<file path="config.mk">
export PLATFORM = sky130hd
export DESIGN_NAME = elevator_ctrl_fsm
export DESIGN_NICKNAME = d
export VERILOG_FILES = /design/src/rtl/elevator_ctrl_fsm.sv
export SDC_FILE = /design/constraint.sdc
export NUM_CORES = 1
export LEC_CHECK = 0
export ABC_CLOCK_PERIOD_IN_PS = 3900
export BUFFER_PORTS_ARGS = -buffer_cell sky130_fd_sc_hd__buf_2
export CORE_UTILIZATION = 45
export CTS_CLUSTER_SIZE = 12
export DETAILED_ROUTE_END_ITERATION = 6
export HOLD_SLACK_MARGIN = 0.08
export PLACE_DENSITY = 0.69
export SLEW_MARGIN = 20
export SYNTH_ARGS = -nofsm -noshare
export SYNTH_HDL_FRONTEND = slang
export SYNTH_SLANG_ARGS = --single-unit
</file>
<file path="constraint.sdc">
create_clock -name clk -period 3.9 [get_ports clk]
set_clock_uncertainty 0.1 [all_clocks]
set_input_delay 0 -clock clk [delete_from_list [all_inputs] [get_ports clk]]
set_output_delay 0 -clock clk [all_outputs]
set_load 0.01 [all_outputs]
</file>
<file path="src/rtl/elevator_ctrl_fsm.sv">
// Elevator car sequencer for a 4-floor building.
// Latches call buttons, schedules travel in SCAN order (keep direction while
// calls remain ahead), times floor-to-floor travel and door dwell, and tracks
// the car position by counting MOVE_TICKS per floor (no position sensors).
//
// Handshake: none. req is a level/pulse input sampled on every rising edge;
// all outputs are registered and change only on the rising edge.
module elevator_ctrl_fsm #(
   parameter int N_FLOORS   = 4,
   parameter int MOVE_TICKS = 100,
   parameter int DOOR_TICKS = 300
) (
   input  logic       clk,
   input  logic       rst,
   input  logic [3:0] req,
   output logic [1:0] current_floor,
   output logic       moving,
   output logic       dir_up,
   output logic       door_open,
   output logic [3:0] pending
);

   localparam int MAX_TICKS = (MOVE_TICKS > DOOR_TICKS) ? MOVE_TICKS : DOOR_TICKS;
   localparam int CW        = $clog2(MAX_TICKS + 1);
   localparam int TOP_FLOOR = N_FLOORS - 1;

   localparam logic [CW-1:0] MOVE_LAST = CW'(MOVE_TICKS - 1);
   localparam logic [CW-1:0] DOOR_LAST = CW'(DOOR_TICKS - 1);
   localparam logic [1:0]    TOP       = 2'(TOP_FLOOR);

   typedef enum logic [1:0] {
      IDLE      = 2'd0,
      MOVE_UP   = 2'd1,
      MOVE_DOWN = 2'd2,
      DOOR_OPEN = 2'd3
   } state_t;

   state_t        state;
   logic [CW-1:0] cnt;

   logic [3:0] here_mask;
   logic [3:0] req_eff;
   logic [3:0] pend_set;
   logic       above;
   logic       below;
   logic       here;
   logic [1:0] step_floor;
   logic [3:0] step_mask;
   logic       arrive_hit;
   logic       ahead;
   logic       at_end;
   logic       door_restart;

   function automatic logic calls_above(input logic [3:0] p, input logic [1:0] f);
      logic r;
      r = 1'b0;
      for (int i = 0; i < 4; i++) begin
         if (i > int'(f)) r = r | p[i];
      end
      return r;
   endfunction

   function automatic logic calls_below(input logic [3:0] p, input logic [1:0] f);
      logic r;
      r = 1'b0;
      for (int i = 0; i < 4; i++) begin
         if (i < int'(f)) r = r | p[i];
      end
      return r;
   endfunction

   // Scheduling decisions derived from the registered call latch and position.
   always_comb begin
      here_mask    = 4'b0001 << current_floor;
      // A press at the floor whose door is open only extends the dwell.
      req_eff      = (state == DOOR_OPEN) ? (req & ~here_mask) : req;
      pend_set     = pending | req_eff;
      door_restart = (state == DOOR_OPEN) && (|(req & here_mask));
      above        = calls_above(pending, current_floor);
      below        = calls_below(pending, current_floor);
      here         = |(pending & here_mask);
      step_floor   = (state == MOVE_DOWN) ? (current_floor - 2'd1) : (current_floor + 2'd1);
      step_mask    = 4'b0001 << step_floor;
      arrive_hit   = |(pending & step_mask);
      ahead        = (state == MOVE_DOWN) ? calls_below(pending, step_floor)
                                          : calls_above(pending, step_floor);
      // Stepping past either end of the shaft is never allowed.
      at_end       = ((state == MOVE_UP)   && (current_floor == TOP)) ||
                     ((state == MOVE_DOWN) && (current_floor == 2'd0));
   end

   // Car sequencer: state, position, timers, call latch and registered flags.
   always_ff @(posedge clk) begin
      if (rst) begin
         state         <= IDLE;
         cnt           <= '0;
         current_floor <= 2'd0;
         pending       <= 4'd0;
         moving        <= 1'b0;
         door_open     <= 1'b0;
         dir_up        <= 1'b1;
      end else begin
         // Later assignments in the branches below override this when a
         // door opens, so the clear wins over a same-edge press.
         pending <= pend_set;
         case (state)
            IDLE: begin
               cnt <= '0;
               if (here) begin
                  state     <= DOOR_OPEN;
                  door_open <= 1'b1;
                  pending   <= pend_set & ~here_mask;
               end else if (dir_up && above) begin
                  state  <= MOVE_UP;
                  moving <= 1'b1;
               end else if (below) begin
                  state  <= MOVE_DOWN;
                  moving <= 1'b1;
                  dir_up <= 1'b0;
               end else if (above) begin
                  state  <= MOVE_UP;
                  moving <= 1'b1;
                  dir_up <= 1'b1;
               end
            end
            MOVE_UP, MOVE_DOWN: begin
               if (at_end) begin
                  state  <= IDLE;
                  moving <= 1'b0;
                  cnt    <= '0;
               end else if (cnt == MOVE_LAST) begin
                  cnt           <= '0;
                  current_floor <= step_floor;
                  if (arrive_hit) begin
                     state     <= DOOR_OPEN;
                     moving    <= 1'b0;
                     door_open <= 1'b1;
                     pending   <= pend_set & ~step_mask;
                  end else if (!ahead) begin
                     state  <= IDLE;
                     moving <= 1'b0;
                  end
               end else begin
                  cnt <= cnt + 1'b1;
               end
            end
            DOOR_OPEN: begin
               if (door_restart) begin
                  cnt <= '0;
               end else if (cnt == DOOR_LAST) begin
                  state     <= IDLE;
                  door_open <= 1'b0;
                  cnt       <= '0;
               end else begin
                  cnt <= cnt + 1'b1;
               end
            end
            default: begin
               state     <= IDLE;
               moving    <= 1'b0;
               door_open <= 1'b0;
               cnt       <= '0;
            end
         endcase
      end
   end

endmodule

</file>
Yosys cells after proc, flatten, opt, wreduce, memory -nomap -nowiden --
Cells that the tools add are included.
Word-level totals: flip-flop bits (word level) 20, output and inout port bits 9, logic and storage cells 132
Cells by class: reductions and logical operators 18, bitwise gates (word level) 20, shifts and indexed selects 2, add/subtract/negate cells 3, multiplexer cells 53, $lt $le $gt $ge 12, equal/unequal tests 17
Operators by type and width (number):
- 9-bit two-way mux | 4
- 1-bit two-way mux | 28
- 9-bit one-hot mux with 3 select lines | 1
- 4-bit bitwise AND | 6
- 2-bit two-way mux | 11
- 4-bit two-way mux | 5
- 2-bit != test, second input constant | 6
- 4-bit OR reduction | 3
- 5-bit AND reduction | 2
- 9-bit by 1-bit adder with 9-bit output, second input constant | 1
- 9-bit by 7-bit == test with 1-bit output, second input constant | 1
- 9-bit == test, second input constant | 1
- 2-bit greater-than comparator, first input constant | 4
- 1-bit by 2-bit < comparator with 1-bit output, first input constant | 4
- 4-bit != test, second input constant | 2
- 4-bit NOT | 2
- 1-bit bitwise OR | 8
- 4-bit one-hot mux with 2 select lines | 1
- 1-bit by 2-bit left shift with 4-bit output, first input constant | 2
- 2-bit == test, second input constant | 3
- 2-bit one-hot mux with 3 select lines | 1
- 6-bit AND reduction | 1
- 5-bit != test, second input constant | 1
- 1-bit by 2-bit greater-than comparator with 1-bit output, first input constant | 2
- other kinds (17) | 25

Depth between registers and ports, before layout --
Gate-level depths: netlist of the first run.
word-level depth 14, gate-level depth with buffers 10, gate-level depth less buffers 8

Worst setup path after synthesis of the first run --
No wires, ideal clock.
path type flip-flop to flip-flop, from register current_floor[0], to register state[0], setup slack 1.341 ns, setup time 0.087 ns, arrival time 2.372 ns, required time 3.713 ns, cell stages (with the launch flop) 11, cell sequence dfxtp_1 buf_4 inv_1 ha_1 buf_6 or3b_1 nand4_1 a2bb2oi_2 a21o_1 or4_1 o31ai_1
Between the ends: cells in the longest elaborated chain, start to end 11, elaborated cells between the ends (all ways) 63, classes of those cells add/sub: 2; order compare: 12; eq/ne: 5; shift: 2; mux: 21; bitwise: 11; reduce/logical: 10
RTL lines:
- start: declaration | line 16 | output logic [1:0] current_floor,
- start signal: assignment | line 133 | current_floor <= step_floor;
- 2-bit by 1-bit adder with 2-bit output or 2-bit by 1-bit subtractor with 2-bit output (tied branches) | line 82 | step_floor = (state == MOVE_DOWN) ? (current_floor - 2'd1) : (current_floor + 2'd1);
- 2-bit two-way mux | line 82
- 1-bit by 2-bit greater-than comparator with 1-bit output or 1-bit by 2-bit < comparator with 1-bit output (tied branches) | line 58, 67
- 1-bit two-way mux, on equally long branches | line 58, 67
- 1-bit bitwise OR, on equally long branches | line 58, 67
- 1-bit two-way mux, on equally long branches | line 58, 67
- 1-bit bitwise OR, on equally long branches | line 58, 67
- 1-bit two-way mux, on equally long branches | line 58, 67
- 1-bit two-way mux | line 85 | ahead = (state == MOVE_DOWN) ? calls_below(pending, step_floor)
- 4-bit != test (no source line)
- 5-bit AND reduction (no source line)
- end signal: assignment | line 95 | state <= IDLE;
- end signal: assignment | line 110 | state <= DOOR_OPEN;
- end signal: assignment | line 114 | state <= MOVE_UP;
- end: declaration | line 38 | state_t state;
Parallel ways exist; a longest one is shown, timed or not. The select of a mux whose other input is x is not followed. A chain may end at the register's enable or synchronous reset.

Worst setup path in the final report of the first run --
from register current_floor[0], to register pending[1]
Between the ends: cells in the longest elaborated chain, start to end 10, elaborated cells between the ends (all ways) 26, classes of those cells add/sub: 2; eq/ne: 1; shift: 2; mux: 7; bitwise: 8; reduce/logical: 6
RTL lines:
- parallel branches: the longest is 9 deep, another holds 2-bit by 1-bit adder with 2-bit output
- 4-bit one-hot mux with 2 select lines (*) | line 106 | case (state)
- end signal: assignment | line 105 | pending <= pend_set;
- end signal: assignment | line 112 | pending <= pend_set & ~here_mask;
- end signal: assignment | line 138 | pending <= pend_set & ~step_mask;
- end: declaration | line 20 | output logic [3:0] pending
Every way passes the cells marked *.

==> results of run 1 <==
-- cell usage in the layout (no fill, tap or decap), types with 2 or more instances in the layout --
cell type and instances:
a21o_1 2, nor2b_1 4, and3b_1 2, a22oi_1 7, buf_2 14, nand2_1 13, o21ai_0 9, or3_1 2
a21oi_1 12, nor2_1 18, xnor2_1 5, mux2_2 2, or2_2 2, and3_1 3, and2_1 3, nand2b_1 3
nand3b_1 2, o31ai_1 2, dlygate4sd3_1 8, clkbuf_4 3, nand4_1 3, nand3_1 7, dfxtp_1 20, a311oi_1 4
a211oi_1 3, xor2_1 3, and2b_2 3, ha_1 13, inv_1 8, o21ai_1 2
-- through the flow --
| step | hold WS (ps) | cell area (um^2) | std cells | util [%] |
|---|---|---|---|---|
| floorplan | 6.57 | 1450 | 175 | - |
| global placement | 229 | 1530 | 229 | 50.2 |
| detailed placement | 234 | 1530 | 229 | 50.2 |
| CTS | 383 | 1650 | 241 | 54.1 |
| global route | 430 | 1650 | 241 | 54.1 |
| finish | 382 | 1650 | 241 | 54.1 |
-- layout make-up --
| cell class | count | area (um^2) | area share [%] |
|---|---|---|---|
| flip-flops and latches | 20 | 400 | 24.3 |
| clock buffers | 4 | 36.3 | 2.20 |
| multi-input cells | 143 | 978 | 59.3 |
| repair buffers | 22 | 150 | 9.10 |
| inverters | 8 | 30.0 | 1.82 |
| well taps | 44 | 55.1 | 3.34 |
-- worst max path at each step --
stage / start / to / slack (ps) / depth (start not counted)
3_5_place_dp: current_floor[0] / state[0] / 1130 / 8
4_1_cts: current_floor[0] / pending[1] / 600 / 9
2_1_floorplan: current_floor[0] / state[0] / 1340 / 10
5_1_grt: current_floor[0] / pending[1] / 320 / 9
3_3_place_gp: current_floor[0] / state[0] / 1210 / 8
6_report: current_floor[0] / pending[1] / 520 / 9
-- sequential cells by signal, indices dropped and copies added, names as in the netlist --
name	count
cnt	9
moving	1
door_open	1
dir_up	1
state	2
pending	4
current_floor	2
-- kinds of logic (layout without fill, tap and decap cells) --
family | after synthesis | in the layout | synth area share (%)
buffers and inverters | 12 | 34 | 4.75
and+or+nand+nor | 70 | 70 | 25.9
DFF | 20 | 20 | 27.7
xor gates and xnor gates | 9 | 9 | 5.96
AOI/OAI and AO/OA | 49 | 49 | 22.9
muxes | 2 | 2 | 1.56
adders and majority gates | 13 | 13 | 11.2
-- power by group --
part           internal, mW  switching, mW
clock                0.0570         0.0681
sequential            0.235         0.0380
combinational         0.180          0.229
-- routing by layer --
layer  part of all wire [%]  vias up  wire length [um]  GRT usage, %
li1                       -      673                 -             -
met2                     51       44              1750          39.4
met4                   0.90        0                31          6.80
met1                     43      658              1480          25.8
met5                      0        -                 0             0
met3                    5.5        4               189          4.18
==> flow_summary.json, run 1 <==
{
  "wl_mm": 3.46,
  "min_period_over_period_pct": 86.7,
  "rows": 20,
  "r2r_cells": 9,
  "cts_tree": "built",
  "timing.fmax_mhz": 296,
  "vias": 1379,
  "r2r_slack_ps": 520,
  "ys_seq_elements": 20,
  "end_kind": "register",
  "ir_worst_vdd_mv": 0.212,
  "path_cells": "inv_1 -> ha_1 -> or3b_1 -> nand4_1 -> a2bb2oi_2 -> o21ai_1 -> and3b_1 -> a311oi_1 -> dlygate4sd3_1",
  "yosysTopAreaCell": "dfxtp_1",
  "async_flop_share_pct": 0,
  "grt_pass1_vias": 1330,
  "clock_path_buffers": 2,
  "synth_cell_types": 44,
  "clock_latency_ps": 310,
  "synth_area_per_cell_um2": 8.27,
  "max_stage_delay_ps": 620,
  "yosysSeqAreaShare_pct": 27.7,
  "finalSetupViolCount": 0,
  "netlist_top_cells_count": "dfxtp_1, nor2_1, ha_1, nand2_1, a21oi_1",
  "grt_pass1_wl_mm": 5.77,
  "yosysMostFrequentCell": "dfxtp_1",
  "portBuffers": 14,
  "cts_setup_buffers": 0,
  "hold_start": "cnt[0]",
  "cts_repair_resize_count": 0,
  "power.leakage_nw": 0.656,
  "cts_max_level": 1,
  "die_w_um": 58.7,
  "yosysTopAreaCellShare_pct": 27.7,
  "min_period_ps": 3380,
  "synth_nets": 194,
  "worstReg2RegEnd": "pending[1]",
  "worstSetupPathType": "register to register",
  "syn_inst": 175,
  "cts_buffers": 3,
  "final_layout_size_suffix_gt1_share_pct": 15.2,
  "core_area_um2": 3050,
  "final_nets": 217,
  "ioPinCount": 15,
  "gp_congestion": 0.885,
  "critPathSlowestCell": "dfxtp_1",
  "drv_cap": 0,
  "grt-ovfl-total": 0,
  "max_slew_margin_pct": 57.2,
  "root_buffer": "clkbuf_4",
  "drt_iter0_drc": 57,
  "status": "finished, final reports clean",
  "holdPathEnd": "cnt[0]",
  "finalHoldViolations": 0,
  "maxSlewViolCount": 0,
  "worst_slew_pin_slew_ps": 638,
  "r2r-start": "current_floor[0]",
  "drt_pass1_iterations": 4,
  "power.density_nw_per_um2": 489,
  "antenna_cells": 0,
  "place_ws_ps": 1130,
  "initial_core_util_pct": 47.4,
  "area_growth_syn_to_layout_pct": 14.0,
  "drcViolationCount": 0,
  "hold_buffers": 8,
  "yosys_warnings": 0,
  "arrival_ps": 3490,
  "synth_ff_type": "dfxtp_1",
  "tns_ps": 0,
  "path_delay_family": "simple AND/OR/NAND/NOR gates",
  "holdPathStages": 1,
  "critPathLaunchType": "register",
  "die_y_um": 58.7,
  "critPathBufInv": 2,
  "viasPerCell": 5.72,
  "hold_class": "register to register",
  "wire_per_inst_um": 14.3,
  "clk_pin_slew_ps": 130,
  "grt_max_degree": 15,
  "rsz0062_at_grt": "no",
  "netlist_area_um2": 1450,
  "crit_required_ps": 4010,
  "fin_ws_ps": 519,
  "synth_area_leaders": "dfxtp_1, ha_1, nor2_1, a21oi_1, a22oi_1",
  "grt_use_total_pct": 21.8,
  "cts.sinks": 20,
  "fill_cells": 305,
  "hpwl_mm": 2.47,
  "ant_nets": 0,
  "antenna_found_initial": 0,
  "crit_fanout": 14,
  "finalPower_uw": 807,
  "synth_edf_count": 0,
  "die_area_um2": 3450
}
Power figures use the tool's default switching activity.
==> inputs of run 2 (changes only) <==
--- a/config.mk
+++ b/config.mk
@@ -7,6 +7,7 @@
 export LEC_CHECK = 0
 export ABC_CLOCK_PERIOD_IN_PS = 3900
 export BUFFER_PORTS_ARGS = -buffer_cell sky130_fd_sc_hd__buf_2
+export CORE_MARGIN = 3
 export CORE_UTILIZATION = 45
 export CTS_CLUSTER_SIZE = 12
 export DETAILED_ROUTE_END_ITERATION = 6
==> flow_summary.json, run 2 (synthesis results as in run 1) <==
{
  "placed_area_um2": 1530,
  "ant_nets": 0,
  "gp_congestion": 0.881,
  "holdPathStages": 2,
  "critPathSlowestCell": "dfxtp_1",
  "rsz0062_at_grt": "no",
  "min_period_ps": 3330,
  "grt_pass1_wl_mm": 5.91,
  "fin_cells": 237,
  "hpwl_mm": 2.59,
  "hold_buffers": 7,
  "die_w_um": 62.7,
  "hold_class": "register to register",
  "min_period_over_period_pct": 85.3,
  "rows": 19,
  "r2r_slack_ps": 570,
  "vias": 1389,
  "status": "finished, final reports clean",
  "r2r_cells": 9,
  "arrival_ps": 3420,
  "reg.largest.list": "cnt (9), pending (4)",
  "grt_pass1_vias": 1301,
  "worst_slew_pin_slew_ps": 639,
  "worstReg2RegEnd": "pending[3]",
  "largest_register_ffs": 9,
  "top_register": "cnt",
  "place_inst": 227,
  "drv_cap": 0,
  "die_area_um2": 3930,
  "die_y_um": 62.7,
  "core_area_um2": 2900,
  "critPathBufInv": 2,
  "cts_max_level": 1,
  "antenna_found_initial": 0,
  "portBuffers": 14,
  "ioPinCount": 15,
  "power.density_nw_per_um2": 479,
  "finalSetupViolCount": 0,
  "viasPerCell": 5.86,
  "clock_path_buffers": 2,
  "maxSlewViolCount": 0,
  "area_growth_syn_to_layout_pct": 12.2,
  "root_buffer": "clkbuf_4",
  "clock_latency_ps": 290,
  "tns_ps": 0,
  "power.leakage_nw": 0.643,
  "drt_iter0_drc": 102,
  "r2r-start": "current_floor[0]",
  "grt_max_degree": 15,
  "cts_repair_resize_count": 0,
  "end_kind": "register",
  "crit_required_ps": 3990,
  "final_common_cell": "dfxtp_1",
  "wl_mm": 3.46,
  "cts_buffers": 3,
  "final_nets": 216,
  "cts_tree": "built",
  "path_delay_family": "simple AND/OR/NAND/NOR gates",
  "crit_fanout": 14,
  "max_stage_delay_ps": 590,
  "grt-ovfl-total": 0,
  "timing.fmax_mhz": 300,
  "initial_core_util_pct": 49.9,
  "wire_per_inst_um": 14.6,
  "path_cells": "inv_1 -> ha_1 -> or3b_1 -> nand4_1 -> a2bb2oi_2 -> o21ai_1 -> and3b_1 -> a311oi_1 -> dlygate4sd3_1",
  "hold_slack_ps": 409,
  "grt_use_total_pct": 18.3,
  "holdPathEnd": "moving",
  "clk_pin_slew_ps": 110,
  "critPathLaunchType": "register",
  "hold_start": "moving",
  "cts.sinks": 20,
  "drt_pass1_iterations": 5,
  "final_cell_mix": "dfxtp_1, nor2_1, buf_2",
  "cts_setup_buffers": 0,
  "antenna_cells": 0,
  "final_layout_size_suffix_gt1_share_pct": 14.9,
  "final_cell_area_um2": 1620,
  "ir_worst_vdd_mv": 0.246,
  "drcViolationCount": 0,
  "max_slew_margin_pct": 57.1,
  "finalHoldViolations": 0,
  "worstSetupPathType": "register to register"
}
run 2: changes by cell type in the layout (fill, tap and decap cells not counted), sizes merged:
cell	before	now
clkbuf	4	3
dlygate4sd3	8	7
run 2: per-stage QoR:
| step | total power, mW | setup slack, ps | util [%] |
|---|---|---|---|
| 4_1_cts | 0.777 | 619 | 56.0 |
| 3_5_place_dp | 0.665 | 1110 | 52.8 |
| 2_1_floorplan | 0.567 | 1340 | - |
| 3_3_place_gp | 0.657 | 1200 | 52.8 |
| 5_1_grt | 0.840 | 411 | 56.0 |
| 6_report | 0.778 | 572 | 56.0 |
run 2: worst max path at each step:
stage	startpoint	to	slack (ps)	depth (start not counted)
after floorplan	current_floor[0]	state[0]	1340	10
after global placement	current_floor[0]	state[0]	1200	8
after detailed placement	current_floor[0]	state[0]	1110	8
after CTS	current_floor[0]	pending[3]	620	9
after global routing	current_floor[0]	pending[3]	410	9
final	current_floor[0]	pending[3]	570	9
run 2: routing by layer:
layer / global-route usage (%) / vias up / wire length, um
met5: 0 / - / 0
met4: 4.13 / 0 / 28
met3: 2.70 / 4 / 233
met2: 33.0 / 56 / 1730
met1: 22.8 / 654 / 1480
li1: - / 675 / -
run 2: cell type report:
cell class	count	area [um^2]
Tap cell	42	52.6
Sequential cell	20	400
Fill cell	298	1280
Clock buffer	3	22.5
Inverter	8	30.0
Multi-Input combinational cell	143	978
Timing Repair Buffer	21	140
run 2: tightest hold or removal path: stages, from the launching register on:
cell and delay (ps):
dfxtp_1 330, o21ai_0 80, a21oi_1 60
run 2: report_power, final:
group / total (mW) / internal (mW) / switching, mW / leakage [nW]
combinational: 0.408 / 0.176 / 0.232 / 0.466
clock: 0.0966 / 0.0359 / 0.0607 / 0.0138
sequential: 0.273 / 0.235 / 0.0386 / 0.163
total: 0.778 / 0.447 / 0.331 / 0.643
==> inputs of run 3 (changes only) <==
--- a/config.mk
+++ b/config.mk
@@ -8,11 +8,10 @@
 export ABC_CLOCK_PERIOD_IN_PS = 3900
 export BUFFER_PORTS_ARGS = -buffer_cell sky130_fd_sc_hd__buf_2
 export CORE_MARGIN = 3
-export CORE_UTILIZATION = 45
+export CORE_UTILIZATION = 40
 export CTS_CLUSTER_SIZE = 12
 export DETAILED_ROUTE_END_ITERATION = 6
 export HOLD_SLACK_MARGIN = 0.08
-export PLACE_DENSITY = 0.69
 export SLEW_MARGIN = 20
 export SYNTH_ARGS = -nofsm -noshare
 export SYNTH_HDL_FRONTEND = slang
==> flow_summary.json, run 3 (synthesis results as in run 1) <==
{
  "antenna_cells": 0,
  "hold_class": "register to register",
  "end_kind": "register",
  "setup.worst_path.start": "current_floor[0]",
  "final_layout_size_suffix_gt1_share_pct": 15.4,
  "maxSlewViolCount": 0,
  "vias": 1324,
  "clock_latency_ps": 320,
  "cts_tree": "built",
  "wire_per_inst_um": 14.0,
  "die_y_um": 66.2,
  "status": "finished, final reports clean",
  "r2r-start": "current_floor[0]",
  "worstReg2RegEnd": "pending[2]",
  "initial_core_util_pct": 42.4,
  "arrival_ps": 3390,
  "clock_path_buffers": 2,
  "root_buffer": "clkbuf_4",
  "tns_ps": 0,
  "worstSetupPathType": "register to register",
  "cts_repair_resize_count": 0,
  "drcViolationCount": 0,
  "finalSetupViolCount": 0,
  "cts_max_level": 1,
  "grt_pass1_wl_mm": 5.84,
  "cts.sinks": 20,
  "cts_buffers": 3,
  "clk_pin_slew_ps": 130,
  "ant_nets": 0,
  "die_w_um": 66.2,
  "core_area_um2": 3420,
  "gp_congestion": 0.847,
  "min_period_over_period_pct": 82.4,
  "grt-ovfl-total": 0,
  "drt_iter0_drc": 66,
  "top_register": "cnt",
  "hpwl_mm": 2.56,
  "rsz0062_at_grt": "no",
  "finalHoldViolations": 0,
  "final_nets": 215,
  "power.density_nw_per_um2": 515,
  "portBuffers": 14,
  "finalPower_uw": 849,
  "viasPerCell": 5.49,
  "antenna_found_initial": 0,
  "worst_slew_pin_slew_ps": 630,
  "crit_fanout": 14,
  "largest_register_ffs": 9,
  "cts_setup_buffers": 0,
  "reg.largest.list": "cnt (9), pending (4)",
  "r2r_slack_ps": 690,
  "ir_worst_vdd_mv": 0.196,
  "timing.fmax_mhz": 311,
  "wl_mm": 3.38,
  "grt_pass1_vias": 1213,
  "die_area_um2": 4380,
  "critPathCapture": "pending[2]",
  "ioPinCount": 15,
  "final_common_cell": "dfxtp_1",
  "drv_cap": 0,
  "grt_use_total_pct": 17.1,
  "min_period_ps": 3210,
  "max_slew_margin_pct": 57.7,
  "final_cell_mix": "dfxtp_1, nor2_1, buf_2",
  "grt_max_degree": 15,
  "crit_required_ps": 4070,
  "r2r_cells": 9,
  "rows": 21,
  "power.leakage_nw": 0.652,
  "area_growth_syn_to_layout_pct": 13.9,
  "drt_pass1_iterations": 4,
  "critPathLaunchType": "register"
}
## run 3: metrics by stage
step	cells	hold slack (ps)	area (um^2)	util [%]	worst slack (ps)
5_1_grt	241	427	1650	48.3	472
2_1_floorplan	175	6.57	1450	-	1340
3_3_place_gp	231	234	1540	45.0	1210
3_5_place_dp	231	254	1540	45.0	1140
4_1_cts	241	390	1650	48.3	711
6_report	241	389	1650	48.3	686
## run 3: how the worst min path moves through the flow
stage	from	end	slack, ps	depth (start not counted)
6_report	cnt[0]	cnt[0]	390	1
4_1_cts	cnt[0]	cnt[0]	390	1
2_1_floorplan	rst	dir_up	7	1
3_3_place_gp	req[2]	pending[2]	230	3
5_1_grt	moving	moving	430	2
3_5_place_dp	rst	moving	250	2
## run 3: per-layer routing
metal | global-route usage (%) | vias up | share of wire, % | routed length (um)
met5 | 0 | - | 0 | 0
met4 | 5.08 | 0 | 1.1 | 36
met3 | 2.38 | 5 | 4.1 | 139
met2 | 27.6 | 27 | 47 | 1580
met1 | 23.4 | 621 | 48 | 1630
li1 | - | 671 | - | -
## run 3: worst max-delay path, cell delays in order (launching register included)
cell	delay (ps)
dfxtp_1	580
inv_1	170
ha_1	470
xor2_2	240
o22ai_1	200
a2bb2oi_2	240
o21ai_1	160
and3b_1	250
a211oi_1	190
dlygate4sd3_1	570
## run 3: report_power, final
group          total [mW]  internal [mW]  switching (mW)
logic               0.399          0.173           0.226
clock network       0.178          0.104          0.0737
registers           0.272          0.235          0.0376
total               0.849          0.512           0.337
## run 3: repair_timing
item	in CTS	in global routing
endpoints found under the hold margin	11	0
endpoints found under the setup margin	0	0
hold buffers	6	0
## run 3: area by class of cell
class	instances	area [um^2]
Clock buffer	3	22.5
Clock inverter	1	30.0
Inverter	8	30.0
Multi-Input combinational cell	143	978
Tap cell	46	57.6
Sequential cell	20	400
Fill cell	344	1770
Timing Repair Buffer	20	130
